===== src/rtl/icache_direct_mapped_pkg.sv =====
// Shared definitions for the direct-mapped instruction cache.
// Contents: default geometry, the controller state type, the address field
// layout for the default geometry, and a line-alignment helper.
// Optional feature macro used by the top: ICACHE_PERF_EN (hit/miss counters).
package icache_direct_mapped_pkg;

  localparam int unsigned ARCH_LEN              = 32;
  localparam int unsigned ICACHE_LINES          = 4;
  localparam int unsigned ICACHE_WORDS_PER_LINE = 4;

  localparam int unsigned ICACHE_OFF_W = $clog2(ICACHE_WORDS_PER_LINE);
  localparam int unsigned ICACHE_IDX_W = $clog2(ICACHE_LINES);
  localparam int unsigned ICACHE_TAG_W = ARCH_LEN - ICACHE_IDX_W - ICACHE_OFF_W - 2;

  typedef enum logic {
    READY,
    MISS
  } icache_state_t;

  // Field layout of a fetch byte address for the default geometry.
  typedef struct packed {
    logic [ICACHE_TAG_W-1:0] tag;
    logic [ICACHE_IDX_W-1:0] index;
    logic [ICACHE_OFF_W-1:0] offset;
    logic [1:0]              byte_off;
  } icache_addr_t;

  // Zero the word-offset and byte bits, giving the refill address of a line.
  function automatic logic [ARCH_LEN-1:0] line_align(input logic [ARCH_LEN-1:0] addr,
                                                     input int unsigned         off_w);
    logic [ARCH_LEN-1:0] mask;
    mask = '1 << (off_w + 2);
    return addr & mask;
  endfunction

endpackage


===== src/rtl/icache_direct_mapped_if.sv =====
// Fetch-side and memory-side signal bundle of the instruction cache.
// Modports:
//   slave  - the cache: takes req_valid/req_addr/invalidate/mem_valid/mem_data,
//            drives resp_valid/resp_inst/stall_out/mem_req/mem_addr.
//   master - the environment (fetch stage + main memory), opposite directions.
interface icache_direct_mapped_if
  import icache_direct_mapped_pkg::*;
#(
  parameter int unsigned WORDS_PER_LINE = ICACHE_WORDS_PER_LINE
) ();

  logic                         req_valid;
  logic [ARCH_LEN-1:0]          req_addr;
  logic                         invalidate;
  logic                         resp_valid;
  logic [31:0]                  resp_inst;
  logic                         stall_out;
  logic                         mem_req;
  logic [ARCH_LEN-1:0]          mem_addr;
  logic                         mem_valid;
  logic [32*WORDS_PER_LINE-1:0] mem_data;

  modport slave (
    input  req_valid, req_addr, invalidate, mem_valid, mem_data,
    output resp_valid, resp_inst, stall_out, mem_req, mem_addr
  );

  modport master (
    output req_valid, req_addr, invalidate, mem_valid, mem_data,
    input  resp_valid, resp_inst, stall_out, mem_req, mem_addr
  );

endinterface


===== src/rtl/icache_direct_mapped_array.sv =====
// Valid/tag/data storage of the direct-mapped instruction cache.
// Ports:
//   clk                   clock
//   rd_idx_i              combinational read index
//   rd_valid_o/tag/line   contents of the addressed line
//   wr_en_i ... wr_valid_i one synchronous write port (data, tag, valid bit)
//   clr_all_i             synchronous clear of every valid bit
// Only the valid bits are cleared; tag and data storage carry no reset.
module icache_array #(
  parameter int unsigned NUM_LINES = 4,
  parameter int unsigned TAG_W     = 26,
  parameter int unsigned LINE_W    = 128
) (
  input  logic                         clk,
  input  logic [$clog2(NUM_LINES)-1:0] rd_idx_i,
  output logic                         rd_valid_o,
  output logic [TAG_W-1:0]             rd_tag_o,
  output logic [LINE_W-1:0]            rd_line_o,
  input  logic                         wr_en_i,
  input  logic [$clog2(NUM_LINES)-1:0] wr_idx_i,
  input  logic [TAG_W-1:0]             wr_tag_i,
  input  logic [LINE_W-1:0]            wr_line_i,
  input  logic                         wr_valid_i,
  input  logic                         clr_all_i
);

  logic [NUM_LINES-1:0] valid_q;
  logic [TAG_W-1:0]     tag_q  [NUM_LINES];
  logic [LINE_W-1:0]    data_q [NUM_LINES];

  assign rd_valid_o = valid_q[rd_idx_i];
  assign rd_tag_o   = tag_q[rd_idx_i];
  assign rd_line_o  = data_q[rd_idx_i];

  // A write in the same cycle as a clear-all wins for its own line.
  always_ff @(posedge clk) begin
    if (clr_all_i) begin
      valid_q <= '0;
    end
    if (wr_en_i) begin
      valid_q[wr_idx_i] <= wr_valid_i;
    end
  end

  always_ff @(posedge clk) begin
    if (wr_en_i) begin
      tag_q[wr_idx_i]  <= wr_tag_i;
      data_q[wr_idx_i] <= wr_line_i;
    end
  end

endmodule


===== src/rtl/icache_direct_mapped.sv =====
// Direct-mapped, read-only instruction cache between the fetch stage and main
// memory. Hits answer in the same cycle; a miss raises stall_out and refills a
// whole line. invalidate (fence.i) clears every valid bit.
// Ports:
//   clk    clock
//   rst    synchronous, active-low reset
//   bus    icache_direct_mapped_if.slave (fetch request/response + line refill)
//   hit_count, miss_count  (only with ICACHE_PERF_EN defined) wrapping counters
module icache_direct_mapped
  import icache_direct_mapped_pkg::*;
#(
  parameter int unsigned NUM_LINES      = ICACHE_LINES,
  parameter int unsigned WORDS_PER_LINE = ICACHE_WORDS_PER_LINE
) (
  input  logic                  clk,
  input  logic                  rst,
  icache_direct_mapped_if.slave bus
`ifdef ICACHE_PERF_EN
  ,
  output logic [31:0]           hit_count,
  output logic [31:0]           miss_count
`endif
);

  localparam int unsigned OFF_W  = $clog2(WORDS_PER_LINE);
  localparam int unsigned IDX_W  = $clog2(NUM_LINES);
  localparam int unsigned TAG_W  = ARCH_LEN - IDX_W - OFF_W - 2;
  localparam int unsigned LINE_W = 32 * WORDS_PER_LINE;

  icache_state_t       state_q;
  logic                inv_pending_q;
  logic                mem_req_q;
  logic [ARCH_LEN-1:0] mem_addr_q;

  logic [OFF_W-1:0]    req_off;
  logic [IDX_W-1:0]    req_idx;
  logic [TAG_W-1:0]    req_tag;
  logic                rd_valid;
  logic [TAG_W-1:0]    rd_tag;
  logic [LINE_W-1:0]   rd_line;

  logic                hit;
  logic                miss;
  logic                fill;
  logic                fill_invalid;
  logic                clr_all;
  logic                stall;

  assign req_off = bus.req_addr[OFF_W+1:2];
  assign req_idx = bus.req_addr[OFF_W+2 +: IDX_W];
  assign req_tag = bus.req_addr[ARCH_LEN-1 -: TAG_W];

  icache_array #(
    .NUM_LINES (NUM_LINES),
    .TAG_W     (TAG_W),
    .LINE_W    (LINE_W)
  ) u_array (
    .clk        (clk),
    .rd_idx_i   (req_idx),
    .rd_valid_o (rd_valid),
    .rd_tag_o   (rd_tag),
    .rd_line_o  (rd_line),
    .wr_en_i    (fill),
    .wr_idx_i   (mem_addr_q[OFF_W+2 +: IDX_W]),
    .wr_tag_i   (mem_addr_q[ARCH_LEN-1 -: TAG_W]),
    .wr_line_i  (bus.mem_data),
    .wr_valid_i (!fill_invalid),
    .clr_all_i  (clr_all)
  );

  // Responses are qualified with rst so nothing is reported during reset.
  always_comb begin
    hit          = 1'b0;
    miss         = 1'b0;
    fill         = 1'b0;
    fill_invalid = 1'b0;
    clr_all      = 1'b0;
    stall        = 1'b0;
    if (rst) begin
      if (state_q == READY) begin
        hit     = bus.req_valid && !bus.invalidate && rd_valid && (rd_tag == req_tag);
        miss    = bus.req_valid && !bus.invalidate && !(rd_valid && (rd_tag == req_tag));
        clr_all = bus.invalidate;
        stall   = miss || bus.invalidate;
      end else begin
        stall = 1'b1;
        fill  = bus.mem_valid;
        // An invalidate arriving on the fill cycle itself counts as pending.
        fill_invalid = inv_pending_q || bus.invalidate;
        clr_all      = bus.mem_valid && fill_invalid;
      end
    end else begin
      clr_all = 1'b1;
    end
  end

  assign bus.resp_valid = hit;
  assign bus.resp_inst  = rd_line[32*req_off +: 32];
  assign bus.stall_out  = stall;
  assign bus.mem_req    = mem_req_q;
  assign bus.mem_addr   = mem_addr_q;

  always_ff @(posedge clk) begin
    if (!rst) begin
      state_q       <= READY;
      inv_pending_q <= 1'b0;
      mem_req_q     <= 1'b0;
      mem_addr_q    <= '0;
    end else begin
      case (state_q)
        READY: begin
          if (miss) begin
            state_q    <= MISS;
            mem_req_q  <= 1'b1;
            mem_addr_q <= line_align(bus.req_addr, OFF_W);
          end
        end
        MISS: begin
          if (bus.invalidate) begin
            inv_pending_q <= 1'b1;
          end
          if (bus.mem_valid) begin
            state_q       <= READY;
            mem_req_q     <= 1'b0;
            inv_pending_q <= 1'b0;
          end
        end
        default: state_q <= READY;
      endcase
    end
  end

`ifdef ICACHE_PERF_EN
  logic [31:0] hit_count_q;
  logic [31:0] miss_count_q;

  always_ff @(posedge clk) begin
    if (!rst) begin
      hit_count_q  <= '0;
      miss_count_q <= '0;
    end else begin
      if (hit) begin
        hit_count_q <= hit_count_q + 32'd1;
      end
      if (miss) begin
        miss_count_q <= miss_count_q + 32'd1;
      end
    end
  end

  assign hit_count  = hit_count_q;
  assign miss_count = miss_count_q;
`endif

endmodule


===== src/flat_wrapper.sv =====
// flat-port wrapper written by rule: the top's interface ports become plain ports
module icache_direct_mapped_flat import icache_direct_mapped_pkg::*;
#(
  parameter int unsigned NUM_LINES      = ICACHE_LINES,
  parameter int unsigned WORDS_PER_LINE = ICACHE_WORDS_PER_LINE
)
  (clk, rst, bus_req_valid, bus_req_addr, bus_invalidate, bus_mem_valid, bus_mem_data, bus_resp_valid, bus_resp_inst, bus_stall_out, bus_mem_req, bus_mem_addr);
  icache_direct_mapped_if #(.WORDS_PER_LINE(WORDS_PER_LINE)) bus_i ();
  input  logic clk;
  input  logic rst;
  input wire logic [$bits(bus_i.req_valid)-1:0] bus_req_valid;
  input wire logic [$bits(bus_i.req_addr)-1:0] bus_req_addr;
  input wire logic [$bits(bus_i.invalidate)-1:0] bus_invalidate;
  input wire logic [$bits(bus_i.mem_valid)-1:0] bus_mem_valid;
  input wire logic [$bits(bus_i.mem_data)-1:0] bus_mem_data;
  output wire logic [$bits(bus_i.resp_valid)-1:0] bus_resp_valid;
  output wire logic [$bits(bus_i.resp_inst)-1:0] bus_resp_inst;
  output wire logic [$bits(bus_i.stall_out)-1:0] bus_stall_out;
  output wire logic [$bits(bus_i.mem_req)-1:0] bus_mem_req;
  output wire logic [$bits(bus_i.mem_addr)-1:0] bus_mem_addr;
  assign bus_i.req_valid = bus_req_valid;
  assign bus_i.req_addr = bus_req_addr;
  assign bus_i.invalidate = bus_invalidate;
  assign bus_i.mem_valid = bus_mem_valid;
  assign bus_i.mem_data = bus_mem_data;
  assign bus_resp_valid = bus_i.resp_valid;
  assign bus_resp_inst = bus_i.resp_inst;
  assign bus_stall_out = bus_i.stall_out;
  assign bus_mem_req = bus_i.mem_req;
  assign bus_mem_addr = bus_i.mem_addr;
  icache_direct_mapped #(.NUM_LINES(NUM_LINES), .WORDS_PER_LINE(WORDS_PER_LINE)) u_core (.clk(clk), .rst(rst), .bus(bus_i));
endmodule

===== config.mk =====
export PLATFORM = sky130hd
export DESIGN_NAME = icache_direct_mapped_flat
export DESIGN_NICKNAME = d
export VERILOG_FILES = /design/src/rtl/icache_direct_mapped_pkg.sv /design/src/rtl/icache_direct_mapped_if.sv /design/src/rtl/icache_direct_mapped_array.sv /design/src/rtl/icache_direct_mapped.sv /design/src/flat_wrapper.sv
export SDC_FILE = /design/constraint.sdc
export NUM_CORES = 1
export LEC_CHECK = 0
export ABC_AREA = 1
export CAP_MARGIN = 10
export CORE_MARGIN = 3
export CORE_UTILIZATION = 60
export CTS_CLUSTER_DIAMETER = 150
export DETAILED_ROUTE_END_ITERATION = 10
export GPL_TIMING_DRIVEN = 0
export PLACE_DENSITY = 0.83
export SYNTH_ARGS = -nofsm -noshare
export SYNTH_HDL_FRONTEND = slang
export SYNTH_SLANG_ARGS = --single-unit

===== constraint.sdc =====
create_clock -name clk -period 43.6 [get_ports clk]
set_input_delay 10.9 -clock clk [delete_from_list [all_inputs] [get_ports clk]]
set_output_delay 10.9 -clock clk [all_outputs]
set_load 0.01 [all_outputs]

==> flow_summary.ini <==
[clock_network]
cts_setup_buffers = 0
cts_hold_buf = 0
cts_root_buf = clkbuf_16
clk-insertion-delay-late_ns = 0.62
cts_tree = done
numCtsBuffers = 59
clockBufferDepth = 3
htreeDepth = 2
clkSinkCount = 651
path_clk_slew_ns = 0.07
post_cts_resized = 0

[sta]
tightest_slew_ns = 1.078
skew_ns = 0.01463
setup_tns_ns = 0
grt_setup_unrepaired = no
drv_slew = 0
relSlewSlack = 0.2815
setup_violations = 0
clock.fmax_mhz = 38.88
fin_crit_sh = 0.5899
worst_slack_ns = 17.88
hold_viol = 0
fin_crit_ns = 25.72

[min_path]
min_from = u_core.u_array.valid_q[0]
min_path_cells = 2
holdPathEnd = u_core.u_array.valid_q[0]
hold_class = flop to flop

[power_and_ir_drop]
clkPwrFrac = 0.394
p_per_area_nw_per_um2 = 41.94
vdd_drop_max_v = 0.00003854
swShare = 0.2222
p_switching_mw = 0.2934
combPwrFrac = 0.082
p_seq_frac = 0.524
cell_internal_pwr_mw = 1.027
leakagePower_nw = 11.01

[logic_synthesis]
synth.avg_cell_area_um2 = 12.59
yosysTopAreaCell = edfxtp_1
yosys.cell_types.count = 27
async_flop_share = 0
ys_warn_count = 0
syn_inst = 2055
synth_top_area_share = 0.7148
synth_common_cells = edfxtp_1, nand2_1, nor2_1
synth_ff_type = edfxtp_1
yosysMostFrequentCell = edfxtp_1
synth_area_leaders = edfxtp_1, o21ai_0, nand2_1
ys_seq_area_frac = 0.7419
netlist_area_um2 = 25880
synth-edff-count = 616
synth-seq-cells = 651

[layout]
finalNetCount = 2566
final_cell_area_um2 = 31490
final_cells = 2989
syn2layout_area_growth_pct = 21.67
register_area_um2 = 19200
multi_input_area_um2 = 5879
drive_gt1_frac = 0.07604
final_core_util = 0.7456
fill_cells = 2476

[drt]
drc = 0
drt_first_pass_iters = 6
wl_met3_mm = 10.31
vias = 19450
wl_met2_mm = 37.19
wirelength_mm = 78.26
antenna_left = 0
wl_met1_mm = 26.60
viasPerCell = 6.506
drt-initial-drc-count = 3516
highest_layer = met5
routedWlPerCell_um = 26.18

[critical_path]
max_stage_delay_ns = 0.66
worst_setup_path_start_kind = input port
endpoint_kind = output port
cp.arrival_ns = 14.82
worstSetupPathType = input port to output port
cp_slowest_cell = clkbuf_1
crit_family = buffers and inverters
rr_worst_depth = 10
crit_buf_inv = 7
critPathMaxFanout = 10
worstPathRequired_ns = 32.70
rr_endpoint = u_core.u_array.data_q[2][2]
path_cells = clkdlybuf4s50_1 > inv_2 > buf_2 > buf_2 > clkbuf_1 > clkbuf_1 > o21ai_0 > o221ai_1 > nand3_1 > nand2_1 > clkdlybuf4s50_1
ff2ff_setup_slack_ns = 40.58
rr_startpoint = u_core.state_q

[floorplan]
core_area_um2 = 42230
fp.dieH_um = 213.7
dieArea_um2 = 45660
fp-row-count = 75
initial_core_util = 0.6128
ios = 232
die_w_um = 213.7

[place]
dp_hpwl_mm = 53.40
place_congestion = 0.9089
port_buffers = 223
placed_area_um2 = 29560
dp.cells = 2879
post-place-ws_ns = 18.05

[global_routing]
grt.total_usage = 0.3423
grt_pass1_wl_mm = 115.0
grt_pass1_vias = 18770
grt_max_degree = 28
antenna_found_initial = 10
grt-ovfl-total = 0

[flow_run]
drv_cap = 0

[run_status]
outcome = finished clean
cells in the final DEF, fill, tap and decap left out, types with 6 or more instances in the layout:
| cell type | n |
|---|---|
| edfxtp_1 | 616 |
| nand2_1 | 335 |
| nor2_1 | 284 |
| o21ai_0 | 252 |
| clkdlybuf4s50_1 | 223 |
| clkbuf_1 | 115 |
| nand3_1 | 108 |
| o221ai_1 | 96 |
| clkbuf_16 | 61 |
| inv_1 | 52 |
| buf_6 | 49 |
| dfxtp_1 | 35 |
| nand4_1 | 33 |
| o22ai_1 | 32 |
| o211ai_1 | 32 |
| buf_2 | 24 |
| clkinv_2 | 12 |
| nand3b_1 | 11 |
| buf_4 | 11 |
| clkinv_1 | 9 |
| o21ai_1 | 7 |
| bufinv_16 | 7 |
| buf_8 | 6 |
worst min-delay path, stage by stage, from the launching register on:
cell and delay, ns:
dfxtp_1 0.31, nand2_1 0.06, mux2i_1 0.06
cells by family (layout without fill, tap and decap cells):
group | count (synthesis) | count (layout) | synth area share
buf+inv | 197 | 585 | 0.03220
flops | 651 | 651 | 0.7419
compound gates | 423 | 423 | 0.1005
other cells | 1 | 8 | 0.0001449
mux | 4 | 4 | 0.001547
xor+xnor | 1 | 1 | 0.0003385
simple gates | 778 | 778 | 0.1234
through the flow:
stage                     power [mW]  hold slack, ns
final                          1.321          0.4814
after global routing           1.352          0.5003
after CTS                      1.317          0.4798
after detailed placement      0.8092          0.4701
after global placement        0.8068          0.4527
after floorplan               0.7512          0.4374
cell type report:
cell class / count / share of cell area
sequential: 651 / 0.6098
clock buffer: 77 / 0.05103
clock inverter: 29 / 0.009895
antenna: 4 / 0.0003179
timing repair buffer: 282 / 0.09438
multi-input combinational: 1210 / 0.1867
buffer: 142 / 0.01991
inverter: 55 / 0.006557
tap: 539 / 0.02142
flip-flops by register name, indices dropped and copies added (netlist names):
signal                  count
u_core.bus.mem_addr        28
u_core.u_array.data_q     512
u_core.u_array.tag_q      104
u_core.state_q              1
u_core.bus.mem_req          1
u_core.inv_pending_q        1
u_core.u_array.valid_q      4
power by group through the flow:
stage	Combinational, mW	Sequential, mW	Clock (mW)
after floorplan	0.0445	0.707	0
after global placement	0.0990	0.708	0
after detailed placement	0.104	0.705	0
after CTS	0.105	0.692	0.519
after global routing	0.114	0.692	0.546
final	0.108	0.692	0.520
layer usage:
layer,up-vias,GRT usage
met5,-,0
met3,280,0.08164
met1,9227,0.4469
met4,14,0.1616
met2,1673,0.5520
li1,8252,-
how the worst max path moves through the flow:
| stage | start | endpoint | depth (start not counted) |
|---|---|---|---|
| CTS | bus_req_addr[5] | bus_resp_inst[15] | 11 |
| detailed placement | bus_req_addr[5] | bus_resp_inst[21] | 11 |
| global route | bus_req_addr[5] | bus_resp_inst[15] | 11 |
| global placement | rst | u_core.u_array.valid_q[2] | 4 |
| floorplan | bus_mem_valid | u_core.u_array.valid_q[2] | 3 |
| finish | bus_req_addr[5] | bus_resp_inst[15] | 11 |
Power figures use the tool's default switching activity.
